--- src/rtl/onchip_mem_rr_arbiter.sv ---
// Two-master round-robin arbiter in front of a single-port on-chip RAM.
// One access is granted per cycle. Read data returns one cycle after acceptance,
// tagged back to its owner. Accesses to addresses at or above DEPTH never reach the RAM.
module onchip_mem_rr_arbiter #(
    parameter int unsigned        ADDR_W   = 14,
    parameter int unsigned        DATA_W   = 32,
    parameter int unsigned        DEPTH    = 10240,
    parameter logic [DATA_W-1:0]  OOR_DATA = DATA_W'(32'hDEADBEEF)
) (
    input  logic                  clk,
    input  logic                  reset,
    // master 0
    input  logic [ADDR_W-1:0]     m0_address_i,
    input  logic [DATA_W/8-1:0]   m0_byteenable_i,
    input  logic                  m0_read_i,
    input  logic                  m0_write_i,
    input  logic [DATA_W-1:0]     m0_writedata_i,
    output logic                  m0_waitrequest_o,
    output logic [DATA_W-1:0]     m0_readdata_o,
    output logic                  m0_readdatavalid_o,
    // master 1
    input  logic [ADDR_W-1:0]     m1_address_i,
    input  logic [DATA_W/8-1:0]   m1_byteenable_i,
    input  logic                  m1_read_i,
    input  logic                  m1_write_i,
    input  logic [DATA_W-1:0]     m1_writedata_i,
    output logic                  m1_waitrequest_o,
    output logic [DATA_W-1:0]     m1_readdata_o,
    output logic                  m1_readdatavalid_o,
    // RAM slave
    output logic [ADDR_W-1:0]     mem_address_o,
    output logic [DATA_W/8-1:0]   mem_byteenable_o,
    output logic                  mem_chipselect_o,
    output logic                  mem_write_o,
    output logic [DATA_W-1:0]     mem_writedata_o,
    output logic                  mem_clken_o,
    input  logic [DATA_W-1:0]     mem_readdata_i
);

    localparam int unsigned   BE_W    = DATA_W / 8;
    localparam logic [ADDR_W:0] DEPTH_C = (ADDR_W + 1)'(DEPTH);

    typedef struct packed {
        logic [ADDR_W-1:0] addr;
        logic [BE_W-1:0]   be;
        logic [DATA_W-1:0] wdata;
        logic              rd;
        logic              wr;
    } mreq_t;

    mreq_t m0_c, m1_c, win_c;
    logic  req0_c, req1_c;
    logic  gnt0_c, gnt1_c, granted_c, in_range_c;
    logic  last_grant_q, last_grant_d;
    logic  rd_valid_q, rd_valid_d;
    logic  rd_owner_q, rd_owner_d;
    logic  rd_oor_q, rd_oor_d;
    logic [DATA_W-1:0] rd_data_c;

    // Bundle master requests into payloads
    always_comb begin
        m0_c   = '{addr: m0_address_i, be: m0_byteenable_i, wdata: m0_writedata_i,
                   rd: m0_read_i, wr: m0_write_i};
        m1_c   = '{addr: m1_address_i, be: m1_byteenable_i, wdata: m1_writedata_i,
                   rd: m1_read_i, wr: m1_write_i};
        req0_c = m0_read_i | m0_write_i;
        req1_c = m1_read_i | m1_write_i;
    end

    // Round-robin grant: on contention the master that did not win last time wins
    always_comb begin
        gnt0_c = 1'b0;
        gnt1_c = 1'b0;
        if (!reset) begin
            if (req0_c && req1_c) begin
                gnt0_c = last_grant_q;
                gnt1_c = ~last_grant_q;
            end else begin
                gnt0_c = req0_c;
                gnt1_c = req1_c;
            end
        end
        granted_c  = gnt0_c | gnt1_c;
        win_c      = gnt1_c ? m1_c : m0_c;
        in_range_c = ({1'b0, win_c.addr} < DEPTH_C);
    end

    // RAM drive and master handshakes
    always_comb begin
        m0_waitrequest_o = ~gnt0_c;
        m1_waitrequest_o = ~gnt1_c;
        mem_address_o    = granted_c ? win_c.addr  : '0;
        mem_byteenable_o = granted_c ? win_c.be    : '0;
        mem_writedata_o  = granted_c ? win_c.wdata : '0;
        mem_chipselect_o = granted_c & in_range_c;
        mem_write_o      = granted_c & in_range_c & win_c.wr;
        mem_clken_o      = ~reset;
    end

    // Next-state for arbitration history and the read-return pipeline
    always_comb begin
        last_grant_d = last_grant_q;
        if (granted_c) begin
            last_grant_d = gnt1_c;
        end
        // a simultaneous write takes precedence, so it produces no read return
        rd_valid_d = granted_c & win_c.rd & ~win_c.wr;
        rd_owner_d = gnt1_c;
        rd_oor_d   = granted_c & ~in_range_c;
    end

    // State registers
    always_ff @(posedge clk) begin
        if (reset) begin
            last_grant_q <= 1'b1;
            rd_valid_q   <= 1'b0;
            rd_owner_q   <= 1'b0;
            rd_oor_q     <= 1'b0;
        end else begin
            last_grant_q <= last_grant_d;
            rd_valid_q   <= rd_valid_d;
            rd_owner_q   <= rd_owner_d;
            rd_oor_q     <= rd_oor_d;
        end
    end

    // Steer returning read data to its owner; the other master sees zeros
    always_comb begin
        rd_data_c          = rd_oor_q ? OOR_DATA : mem_readdata_i;
        m0_readdatavalid_o = rd_valid_q & ~rd_owner_q;
        m1_readdatavalid_o = rd_valid_q &  rd_owner_q;
        m0_readdata_o      = m0_readdatavalid_o ? rd_data_c : '0;
        m1_readdata_o      = m1_readdatavalid_o ? rd_data_c : '0;
    end

endmodule
--- config.mk ---
export PLATFORM = sky130hd
export DESIGN_NAME = onchip_mem_rr_arbiter
export DESIGN_NICKNAME = d
export VERILOG_FILES = /design/src/rtl/onchip_mem_rr_arbiter.sv
export SDC_FILE = /design/constraint.sdc
export NUM_CORES = 1
export LEC_CHECK = 0
export CORE_AREA = 2 2 102 104
export DETAILED_ROUTE_END_ITERATION = 16
export DIE_AREA = 0 0 104 106
export HOLD_SLACK_MARGIN = 0.1
export PLACE_DENSITY = 0.71
export SETUP_SLACK_MARGIN = 0.1
export SLEW_MARGIN = 20
export SYNTH_ARGS = -nofsm -noshare
export SYNTH_HDL_FRONTEND = slang
export SYNTH_SLANG_ARGS = --single-unit
export TNS_END_PERCENT = 50
--- constraint.sdc ---
create_clock -name clk -period 1.5 [get_ports clk]
set_input_delay 0.15 -clock clk [delete_from_list [all_inputs] [get_ports clk]]
set_output_delay 0.15 -clock clk [all_outputs]
set_load 0.02 [all_outputs]
* Word-level counts from Yosys, hierarchy flattened
Cells that the tools add are included.
Storage, ports and cells: memory bits (writable) 0, bits of input ports 138, output and inout bits 121, bits in registers 4, word-level logic and storage cells 34, bits in latches 0, ROM bits 0, memories kept 0
Operators by class: reductions and logical operators 1, add/subtract/negate cells 0, magnitude comparators 1, multiply operators 0, bitwise operators 17, equality and inequality tests 0, divide/modulo/power cells 0, muxes and demuxes 11, shift operators 0
Operator list (number):
- $mux W32 | 4
- $mux W52 | 1
- $lt A14 B14 Y1 const B | 1
- $mux W14 | 1
- $and A1 B1 Y1 | 7
- $not A1 Y1 | 7
- $mux W1 | 4
- $mux W4 | 1
- $or A1 B1 Y1 | 3
- $logic_and A1 B1 Y1 | 1

* Logic depth before layout (Yosys ltp)
word-level depth 8, mapped depth 6

* Least setup slack after synthesis
No wires, ideal clock.
kind input to output, start input m0_write_i, end output mem_write_o, buffers on the path 0, path slack -178 ps, stages 5, arrival 1528 ps, path through or2_1 a211oi_2 inv_2 mux2i_1 nor3_1
Between the ends: word-level cells in the longest chain between the ends 8
RTL lines:
- start, declared | RTL line 16 | input logic m0_write_i,
- $or A1 B1 Y1 | RTL line 66 | req0_c = m0_read_i | m0_write_i;
- $logic_and A1 B1 Y1 | RTL line 75 | if (req0_c && req1_c) begin
- $mux W1 | RTL line 75
- $mux W1 | RTL line 74 | if (!reset) begin
- $mux W52 | RTL line 84 | win_c = gnt1_c ? m1_c : m0_c;
- $lt A14 B14 Y1 | RTL line 85 | in_range_c = ({1'b0, win_c.addr} < DEPTH_C);
- $and A1 B1 Y1 | RTL line 96 | mem_write_o = granted_c & in_range_c & win_c.wr;
- $and A1 B1 Y1 * | RTL line 96
- end, declared | RTL line 34 | output logic mem_write_o,
Mark *: on every way between the ends. The rest lies on a longest branch, timed or not.

* Final worst setup path
start register last_grant_q, end output mem_writedata_o[20]
Between the ends: word-level cells in the longest chain between the ends 5
RTL lines:
- start, declared | RTL line 54 | logic last_grant_q, last_grant_d;
- start signal, assigned | RTL line 120 | last_grant_q <= last_grant_d;
- $not A1 Y1 | RTL line 77 | gnt1_c = ~last_grant_q;
- $mux W1 | RTL line 75
- $mux W1 | RTL line 74
- $mux W52 / $or A1 B1 Y1 (equally long branches) | RTL line 84, 83
- $mux W32 * | RTL line 94 | mem_writedata_o = granted_c ? win_c.wdata : '0;
- end, declared | RTL line 35 | output logic [DATA_W-1:0] mem_writedata_o,
Marked as above.

==> results.yml <==
cts:
  clkSinkCount: 4
  hold_buffers: 0
  cts_tree: "built"
  cts_made_buffers: 3
  clk_latency_ns: 0.22
  clk_path_buf_depth: 2
  htree_levels: 1
  root_buffer: "clkbuf_8"
  clk_pin_slew_ns: 0.03
sta:
  finalCritPeriodShare_pct: 118
  period_needed_ns: 1.77
  max-slew-margin-rel_pct: 77.9
  tns_ns: -11.60
  finalHoldWorstSlack_ns: 0.293
  drv_slew: 0
  finalClockSkew_ns: 0.00376
  setup_violations: 53
  hold_violations: 0
  fmax_mhz: 564
  worst_slack_ns: -0.274
  rsz0062_at_grt: "yes"
  tightest_slew_ns: 0.328
layout:
  diodes: 0
  areaGrowthSynthToFinish_pct: 287
  nets: 682
  utilization_pct: 49.7
  layout-drive-gt1-share_pct: 41.1
worst_hold_path:
  hold_start: "m0_read_i"
  worstHoldEndpoint: "last_grant_q"
  holdPathStages: 4
  hold_class: "input port to register"
logic_synthesis:
  ys_types: 21
  synthFlopType: "dfxtp_1"
  yosys-top-cells-count: "nor2_1, nand2_1, a21oi_1, clkbuf_1, a22o_1"
  synth_top_area_cell: "nor2_1"
  synthArstFlopShare_pct: 0
  synth_top_area_share_pct: 27.1
  synth.area.top_cells: "nor2_1, nand2_1, a21oi_1"
  syn_area_um2: 1290
  yosysMostFrequentCell: "nor2_1"
  synth_seq_area_share_pct: 6.23
  syn_nets: 417
  ys_warn_count: 0
  synthCells: 279
  ys_ff_latch: 4
  synth_edf_count: 0
  synth.avg_cell_area_um2: 4.61
setup_path:
  critPathMaxFanout: 12
  cp_data_required_time_ns: 1.35
  endpoint_kind: "output port"
  r2r_cells: 5
  reg2reg_slack_ns: 0.13
  arrival_ns: 1.62
  worstSetupPathType: "register to output port"
  r2r-start: "last_grant_q"
  worstSetupStartpointType: "register"
  r2r_end: "rd_oor_q"
status:
  status: "complete, but fails checks"
  violations: "negative setup slack"
global_route:
  grt_use_total_pct: 15.5
  grt_pass1_wl_um: 13800
  grt_max_degree: 34
  grt_remaining_overflow: 0
  grt_pass1_vias: 2884
  antenna_found_initial: 0
floorplan:
  io_pins: 259
  fp.dieArea_um2: 11000
  initial_utilization_pct: 12.9
  row_count: 37
  die-height_um: 106
  die_x_um: 104
  core_area_um2: 10000
pwr:
  seqPwrFrac_pct: 5.9
  powerDensity_nw_per_um2: 412
  netSwitchingPower_w: 0.000869
  peakVddDrop_v: 0.000183
  swShare_pct: 42.4
  clockPowerShare_pct: 10.9
  power_w: 0.00205
  p_int_w: 0.00118
  comb_power_share_pct: 83.2
  p_leak_nw: 2.61
drt:
  drt_iter0_markers: 91
  wl_um: 9590
  drtAntennaViolNets: 0
  vias: 2904
  drt-pass1-iter-count: 4
  drc: 0
  via_per_inst: 4.28
  wl_per_cell_um: 14.1
placement:
  io_buffers: 258
  dp_hpwl_um: 7530
  place.gp.congestion: 0.847
  dpl_worst_slack_ns: -1.11
job:
  maxCapViolations: 0
-- layout make-up --
class	instances	area [µm²]
clock buffer	3	41.3
timing repair buffer	284	2890
multi-input combinational	246	1770
sequential	4	81.3
tap	136	170
fill	952	5020
inverter	5	26.3
-- state kept, by name, summed over array words and instances, names as in the netlist --
signal	cells
rd_valid_q	1
last_grant_q	1
rd_owner_q	1
rd_oor_q	1
-- cells by family (layout without fill, tap and decap cells) --
logic type      count (synthesis)  after routing  synth area share (%)
compound gates                 57             57                  26.8
buf+inv                        30            292                  9.24
flops                           4              4                  6.23
mux                             1              1                 0.778
simple gates                  187            188                  57.0
-- layout by cell type, fill, tap and decap left out, drive strengths merged, types with 2 or more instances in the layout --
| cell type | synthesis | layout |
|---|---|---|
| dlygate4sd2 | 0 | 3 |
| nand2b | 9 | 9 |
| clkbuf | 18 | 7 |
| dfxtp | 4 | 4 |
| o21ai | 2 | 2 |
| a21oi | 39 | 39 |
| a22o | 11 | 11 |
| nand2 | 81 | 81 |
| clkdlybuf4s50 | 0 | 132 |
| dlymetal6s2s | 0 | 31 |
| buf | 7 | 113 |
| inv | 5 | 5 |
| nor2b | 2 | 2 |
| nor2 | 93 | 94 |
-- power groups by stage --
stage,sequential [W],combinational [W],clock (W)
final,0.000122,0.00170,0.000223
after global routing,0.000123,0.00180,0.000240
after CTS,0.000122,0.00170,0.000231
after detailed placement,0.000122,0.00157,0
after global placement,0.000123,0.00155,0
after floorplan,0.000123,0.000725,0
-- worst max path at each step --
stage / startpoint / end / slack [ns] / cells past startpoint
after floorplan: m1_write_i / mem_chipselect_o / 0.06 / 5
after global placement: m1_read_i / mem_writedata_o[19] / -1.03 / 6
after detailed placement: m1_write_i / mem_address_o[5] / -1.11 / 6
after CTS: last_grant_q / mem_write_o / -0.33 / 6
after global routing: last_grant_q / mem_byteenable_o[0] / -0.35 / 6
final: last_grant_q / mem_writedata_o[20] / -0.27 / 7
-- stage by stage --
stage,cells,area [µm²]
3_5_place_dp,665,4630
2_1_floorplan,279,1760
4_1_cts,677,4960
3_3_place_gp,665,4630
6_report,678,4970
5_1_grt,678,4970
-- worst max-delay path, cell delays in order, from the launching register on --
cell	delay, ns
dfxtp_2	0.32
a211oi_4	0.34
buf_4	0.17
buf_6	0.09
buf_12	0.13
nand2_1	0.09
a21oi_4	0.13
buf_6	0.13
-- metal layers --
metal	wire length (µm)	track usage, %
met5	0	0
met4	110	3.38
met3	739	4.35
met2	5270	32.6
met1	3470	14.5
-- what timing repair did --
action | 4_1_cts | 5_1_grt
resized for setup | 483 | 94
pin swaps | 6 | 6
endpoints found under the setup margin | 123 | 114
buffers inserted | 5 | 1
gates cloned | 4 | 0
(Power assumes the default switching activity.)
